File: config.mk
export PLATFORM = sky130hd
export DESIGN_NAME = vc_skid_buffer
export DESIGN_NICKNAME = d
export VERILOG_FILES = /design/src/rtl/vc_skid_buffer_pkg.sv /design/src/rtl/vc_skid_buffer_ctrl.sv /design/src/rtl/vc_skid_buffer.sv
export SDC_FILE = /design/constraint.sdc
export NUM_CORES = 1
export LEC_CHECK = 0
export ABC_AREA = 1
export ABC_CLOCK_PERIOD_IN_PS = 6510
export CORE_UTILIZATION = 23
export DETAILED_ROUTE_END_ITERATION = 16
export SLEW_MARGIN = 20
export SYNTH_ARGS = -nofsm -noshare
export SYNTH_HDL_FRONTEND = slang
export SYNTH_SLANG_ARGS = --single-unit
File: constraint.sdc
create_clock -name clk -period 6.51 [get_ports clk]
set_input_delay 1.302 -clock clk [delete_from_list [all_inputs] [get_ports clk]]
set_output_delay 1.302 -clock clk [all_outputs]
set_load 0.02 [all_outputs]
File: src/rtl/vc_skid_buffer_pkg.sv
// Shared definitions for vc_skid_buffer: state encoding and occupancy width.
// The state encoding doubles as the occupancy count.
package vc_skid_buffer_pkg;

    localparam int unsigned SKID_DEPTH = 2;

    // Bits needed to hold a count in 0..max_count.
    function automatic int unsigned count_width(input int unsigned max_count);
        return $clog2(max_count + 1);
    endfunction

    localparam int unsigned NUM_ENTRIES_W = count_width(SKID_DEPTH);

    typedef enum logic [NUM_ENTRIES_W-1:0] {
        STATE_EMPTY = 2'd0,
        STATE_ONE   = 2'd1,
        STATE_TWO   = 2'd2
    } state_t;

endpackage

File: src/rtl/vc_skid_buffer_ctrl.sv
// Skid buffer control: occupancy state machine and data-register enables.
// enq_rdy depends on state and reset only, never on deq_rdy.
module vc_skid_buffer_ctrl
    import vc_skid_buffer_pkg::*;
(
    input  logic                     clk,
    input  logic                     reset,
    input  logic                     enq_val,
    input  logic                     deq_rdy,
    output logic                     enq_rdy,
    output logic                     deq_val,
    output logic [NUM_ENTRIES_W-1:0] num_entries,
    output logic                     main_en,
    output logic                     main_sel_skid,
    output logic                     skid_en
);

    state_t state;
    state_t state_next;
    logic   enq_fire;
    logic   deq_fire;

    // NOTE: sequential state uses non-blocking assignments so every register
    // samples the pre-edge values, independent of block ordering.
    always_ff @(posedge clk or posedge reset) begin
        if (reset) state <= STATE_EMPTY;
        else       state <= state_next;
    end

    assign num_entries = state;
    assign deq_val     = (state != STATE_EMPTY);
    assign enq_rdy     = (state != STATE_TWO) && !reset;
    assign enq_fire    = enq_val && enq_rdy;
    assign deq_fire    = deq_val && deq_rdy;

    // NOTE: every output of this block gets a default first, so no path
    // through the case statement can leave one unassigned and infer a latch.
    always_comb begin
        state_next    = state;
        main_en       = 1'b0;
        main_sel_skid = 1'b0;
        skid_en       = 1'b0;
        unique case (state)
            STATE_EMPTY: begin
                if (enq_fire) begin
                    main_en    = 1'b1;
                    state_next = STATE_ONE;
                end
            end
            STATE_ONE: begin
                if (enq_fire && deq_fire) begin
                    main_en = 1'b1;
                end else if (enq_fire) begin
                    skid_en    = 1'b1;
                    state_next = STATE_TWO;
                end else if (deq_fire) begin
                    state_next = STATE_EMPTY;
                end
            end
            STATE_TWO: begin
                if (deq_fire) begin
                    main_en       = 1'b1;
                    main_sel_skid = 1'b1;
                    state_next    = STATE_ONE;
                end
            end
            default: state_next = STATE_EMPTY;
        endcase
    end

endmodule

File: src/rtl/vc_skid_buffer.sv
// Two-entry val/rdy skid buffer with a fully registered enq_rdy.
// Optional protocol checks are compiled in with VC_SKID_BUFFER_ASSERT_EN.
module vc_skid_buffer
    import vc_skid_buffer_pkg::*;
#(
    parameter int unsigned          p_nbits       = 32,
    parameter logic [p_nbits-1:0]   p_reset_value = '0
) (
    input  logic               clk,
    input  logic               reset,
    input  logic               enq_val,
    output logic               enq_rdy,
    input  logic [p_nbits-1:0] enq_msg,
    output logic               deq_val,
    input  logic               deq_rdy,
    output logic [p_nbits-1:0] deq_msg,
    output logic [1:0]         num_entries
);

    logic               main_en;
    logic               main_sel_skid;
    logic               skid_en;
    logic [p_nbits-1:0] main_q;
    logic [p_nbits-1:0] skid_q;

    vc_skid_buffer_ctrl u_ctrl (
        .clk           (clk),
        .reset         (reset),
        .enq_val       (enq_val),
        .deq_rdy       (deq_rdy),
        .enq_rdy       (enq_rdy),
        .deq_val       (deq_val),
        .num_entries   (num_entries),
        .main_en       (main_en),
        .main_sel_skid (main_sel_skid),
        .skid_en       (skid_en)
    );

    // NOTE: the data registers are reset on purpose so deq_msg shows a known
    // value after reset; payload storage is otherwise usually left unreset.
    always_ff @(posedge clk or posedge reset) begin
        if (reset) begin
            main_q <= p_reset_value;
            skid_q <= p_reset_value;
        end else begin
            if (main_en) main_q <= main_sel_skid ? skid_q : enq_msg;
            if (skid_en) skid_q <= enq_msg;
        end
    end

    assign deq_msg = main_q;

`ifdef VC_SKID_BUFFER_ASSERT_EN
`ifndef VC_ASSERT_NOT_X
`define VC_ASSERT_NOT_X(sig) assert (!$isunknown(sig)) else $fatal(1, "VC_ASSERT_NOT_X: input is unknown")
`endif

    logic               prev_blocked;
    logic [p_nbits-1:0] prev_msg;

    always_ff @(posedge clk or posedge reset) begin
        if (reset) begin
            prev_blocked <= 1'b0;
            prev_msg     <= p_reset_value;
        end else begin
            prev_blocked <= enq_val && !enq_rdy;
            prev_msg     <= enq_msg;
        end
    end

    // A producer held off by enq_rdy=0 must keep offering the same message.
    always @(posedge clk) begin
        if (!reset) begin
            `VC_ASSERT_NOT_X(enq_val);
            `VC_ASSERT_NOT_X(deq_rdy);
            assert (num_entries != 2'd3)
                else $fatal(1, "vc_skid_buffer: occupancy reached 3");
            if (prev_blocked) begin
                assert (enq_val && (enq_msg == prev_msg))
                    else $fatal(1, "vc_skid_buffer: producer dropped or changed a stalled message");
            end
        end
    end
`endif

endmodule

==> impl_metrics.xml <==
<?xml version="1.0" encoding="UTF-8"?>
<metrics>
  <group name="sta">
    <metric name="grt_setup_unrepaired" unit="">false</metric>
    <metric name="hold_viol_final" unit="">0</metric>
    <metric name="finalCriticalPeriod" unit="ns">3.92</metric>
    <metric name="timing.fmax" unit="MHz">255</metric>
    <metric name="slew-limit-headroom" unit="">0.295</metric>
    <metric name="report.final.setup_viol" unit="">0</metric>
    <metric name="final-max-slew-violation-count" unit="">0</metric>
    <metric name="timing.clock.skew" unit="ns">0.00554</metric>
    <metric name="fin_setup_tns" unit="ns">0</metric>
    <metric name="fin_crit_sh" unit="">0.603</metric>
    <metric name="timing_worst_slew_pin_value" unit="ns">1.05</metric>
  </group>
  <group name="logic_synthesis">
    <metric name="ys_async_sr_fraction" unit="">1.00</metric>
    <metric name="synth_sequential_area_ratio" unit="">0.501</metric>
    <metric name="synth_warnings" unit="">0</metric>
    <metric name="synth_top_area_cell" unit="">dfrtp_1</metric>
    <metric name="syn_nets" unit="">436</metric>
    <metric name="post_synth_main_area_contributors" unit="">dfrtp_1, nand2_1, o21ai_2, nand4_1, nand3_1</metric>
    <metric name="synth_edf_count" unit="">0</metric>
    <metric name="avgSynthCellArea" unit="um^2">8.24</metric>
    <metric name="synth_cells" unit="">400</metric>
    <metric name="netlist_area" unit="mm^2">0.00330</metric>
    <metric name="ys_ff_latch" unit="">66</metric>
    <metric name="synthMostInstantiatedCell" unit="">nand2_1</metric>
    <metric name="yosys.area.top_type_share" unit="">0.501</metric>
    <metric name="postSynth.topFlopCell" unit="">dfrtp_1</metric>
    <metric name="synth.cells.most_frequent" unit="">nand2_1, dfrtp_1, nand3_1, inv_1, nand4_1</metric>
    <metric name="post_synth_num_cell_types" unit="">20</metric>
  </group>
  <group name="clocking">
    <metric name="postCtsSetupBuffers" unit="">0</metric>
    <metric name="clk_pin_slew" unit="ns">0.05</metric>
    <metric name="tritoncts_clock_tree" unit="">done</metric>
    <metric name="clk-insertion-delay-late" unit="ns">0.33</metric>
    <metric name="numCtsBuffers" unit="">9</metric>
    <metric name="cts_num_sinks" unit="">66</metric>
    <metric name="ctsHtreeMaxLevel" unit="">3</metric>
    <metric name="clock_tree.buffer_depth" unit="">2</metric>
    <metric name="cts-root-buf" unit="">clkbuf_16</metric>
    <metric name="post_cts_resized" unit="">0</metric>
    <metric name="cts_hold_repair.buffers" unit="">0</metric>
  </group>
  <group name="layout">
    <metric name="nFillCells" unit="">1458</metric>
    <metric name="area_delta_synth_final" unit="%">33.8</metric>
    <metric name="post_route_cells_drive_above_1_share" unit="">0.111</metric>
    <metric name="design_area" unit="mm^2">0.00441</metric>
    <metric name="final_util" unit="">0.316</metric>
    <metric name="inserted_diodes" unit="">0</metric>
    <metric name="layout.nets" unit="">490</metric>
  </group>
  <group name="pwr">
    <metric name="fin_total_pwr" unit="mW">1.55</metric>
    <metric name="power.density" unit="mW/mm^2">352</metric>
    <metric name="p_leak" unit="nW">2.20</metric>
    <metric name="irDropWorstVdd" unit="mV">0.142</metric>
  </group>
  <group name="global_routing">
    <metric name="overflow" unit="">0</metric>
    <metric name="first_pass_grt_wire_length" unit="mm">14.5</metric>
    <metric name="grt_antenna_before_repair" unit="">0</metric>
    <metric name="grt_max_degree" unit="">66</metric>
    <metric name="via_count_of_the_first_global_routing_pass" unit="">2792</metric>
    <metric name="groute.usage.overall" unit="">0.128</metric>
  </group>
  <group name="hold_path">
    <metric name="hold_path.class" unit="">reg -&gt; reg</metric>
    <metric name="depth_of_the_worst_hold_timing_path" unit="">2</metric>
    <metric name="whs_endpoint" unit="">skid_q[23]</metric>
    <metric name="hold_path.startpoint" unit="">skid_q[23]</metric>
  </group>
  <group name="setup_path">
    <metric name="r2r-end" unit="">deq_msg[6]</metric>
    <metric name="timing.critical_path.to_type" unit="">flip-flop</metric>
    <metric name="startpoint_type_of_the_worst_setup_path" unit="">primary input</metric>
    <metric name="arrival" unit="ns">4.13</metric>
    <metric name="ff2ff_setup_slack" unit="ns">3.11</metric>
    <metric name="launching_point_of_the_worst_reg2reg_path" unit="">u_ctrl.num_entries[1]</metric>
    <metric name="timing.reg2reg.worst_path_depth" unit="">6</metric>
    <metric name="critPathRequiredTime" unit="ns">6.72</metric>
    <metric name="critPathMaxFanout" unit="">35</metric>
    <metric name="worstSetupPathType" unit="">in -&gt; reg</metric>
  </group>
  <group name="floorplan">
    <metric name="fp.coreArea" unit="mm^2">0.0139</metric>
    <metric name="std_cell_rows" unit="">43</metric>
    <metric name="area_of_the_die" unit="mm^2">0.0148</metric>
    <metric name="die_height" unit="um">122</metric>
    <metric name="starting_density" unit="">0.237</metric>
    <metric name="boundaryPins" unit="">72</metric>
    <metric name="die_w" unit="um">122</metric>
  </group>
  <group name="placement">
    <metric name="detailed_place_hpwl" unit="mm">5.70</metric>
    <metric name="routabilityCongestion" unit="">0.723</metric>
    <metric name="placed_area" unit="mm^2">0.00403</metric>
    <metric name="port-buffer-count" unit="">71</metric>
  </group>
  <group name="detailed_routing">
    <metric name="num_vias" unit="">2797</metric>
    <metric name="remaining_antenna_violation_count" unit="">0</metric>
    <metric name="drt_iter0_drc" unit="">170</metric>
    <metric name="wl" unit="mm">8.74</metric>
    <metric name="post_drt_via_cell_ratio" unit="">4.38</metric>
    <metric name="drt-pass1-iter-count" unit="">5</metric>
    <metric name="detail_route.drc_violations" unit="">0</metric>
    <metric name="detail_route.wl_per_cell" unit="um">13.7</metric>
  </group>
  <group name="run">
    <metric name="cap_viol_max_count" unit="">0</metric>
  </group>
  <group name="outcome">
    <metric name="outcome" unit="">complete, no violations</metric>
  </group>
</metrics>
==> worst max path at each step <==
| stage | from | end | slack (ns) | cells past startpoint |
|---|---|---|---|---|
| floorplan | reset | deq_msg[0] | 2.93 | 7 |
| finish | deq_rdy | deq_msg[6] | 2.59 | 6 |
| global placement | reset | deq_msg[29] | 2.26 | 8 |
| detailed placement | reset | deq_msg[1] | 2.19 | 8 |
| global route | reset | deq_msg[13] | 2.22 | 8 |
| CTS | reset | deq_msg[1] | 2.54 | 8 |
==> layout make-up <==
| type | count | area (um^2) | share of cell area |
|---|---|---|---|
| Sequential cell | 66 | 1650 | 0.375 |
| Multi-Input combinational cell | 268 | 1300 | 0.295 |
| Timing Repair Buffer | 73 | 721 | 0.163 |
| Clock buffer | 10 | 239 | 0.0542 |
| Tap cell | 180 | 225 | 0.0511 |
| Clock inverter | 6 | 136 | 0.0309 |
| Inverter | 36 | 135 | 0.0306 |
==> state kept, by name, indices dropped and copies added (netlist names) <==
name,flops
deq_msg,32
skid_q,32
u_ctrl.num_entries,2
==> stage by stage <==
| stage | instances | hold WS [ns] | setup slack, ns |
|---|---|---|---|
| after global routing | 639 | 0.497 | 2.22 |
| final | 639 | 0.478 | 2.59 |
| after CTS | 639 | 0.483 | 2.54 |
| after detailed placement | 623 | 0.469 | 2.19 |
| after floorplan | 400 | 0.455 | 2.93 |
| after global placement | 623 | 0.465 | 2.26 |
==> logic make-up (layout without fill, tap and decap cells) <==
kind of cell           after synthesis  after routing  share of synthesized area
and+or+nand+nor                    234            234                      0.314
DFF                                 66             66                      0.501
buffers and inverters               66            125                      0.107
AOI/OAI and AO/OA                   34             34                     0.0786
==> per-layer routing <==
metal  vias up  GRT usage  part of all wire  routed length [um]
li1       1392          -                 -                   -
met1      1297      0.169              0.47                4120
met2        98      0.202              0.46                4020
met3        10     0.0314             0.053                 459
met4         0     0.0455             0.016                 139
met5         -          0                 0                   0
==> layout by cell type, fill, tap and decap left out, types with 2 or more instances in the layout <==
master           instances
buf_4                    2
bufinv_16                4
clkbuf_16                9
clkdlybuf4s50_1         70
dfrtp_1                 66
inv_1                   32
inv_2                    4
nand2_1                163
nand3_1                 34
nand4_1                 32
o21ai_1                  9
o21ai_2                 23
==> worst max-delay path, cell delays in order <==
cell and delay, ns:
buf_2 0.57, nand3_2 0.76, nand2_2 0.84, nand2_4 0.39, nand2_1 0.16, nand2_1 0.06
==> power breakdown <==
part / internal (mW) / total [mW] / switching, mW / leakage [nW]
logic: 0.163 / 0.364 / 0.201 / 1.19
registers: 0.517 / 0.583 / 0.0653 / 0.830
clock network: 0.424 / 0.606 / 0.182 / 0.179
No activity file was read; power rests on OpenSTA's default activity.
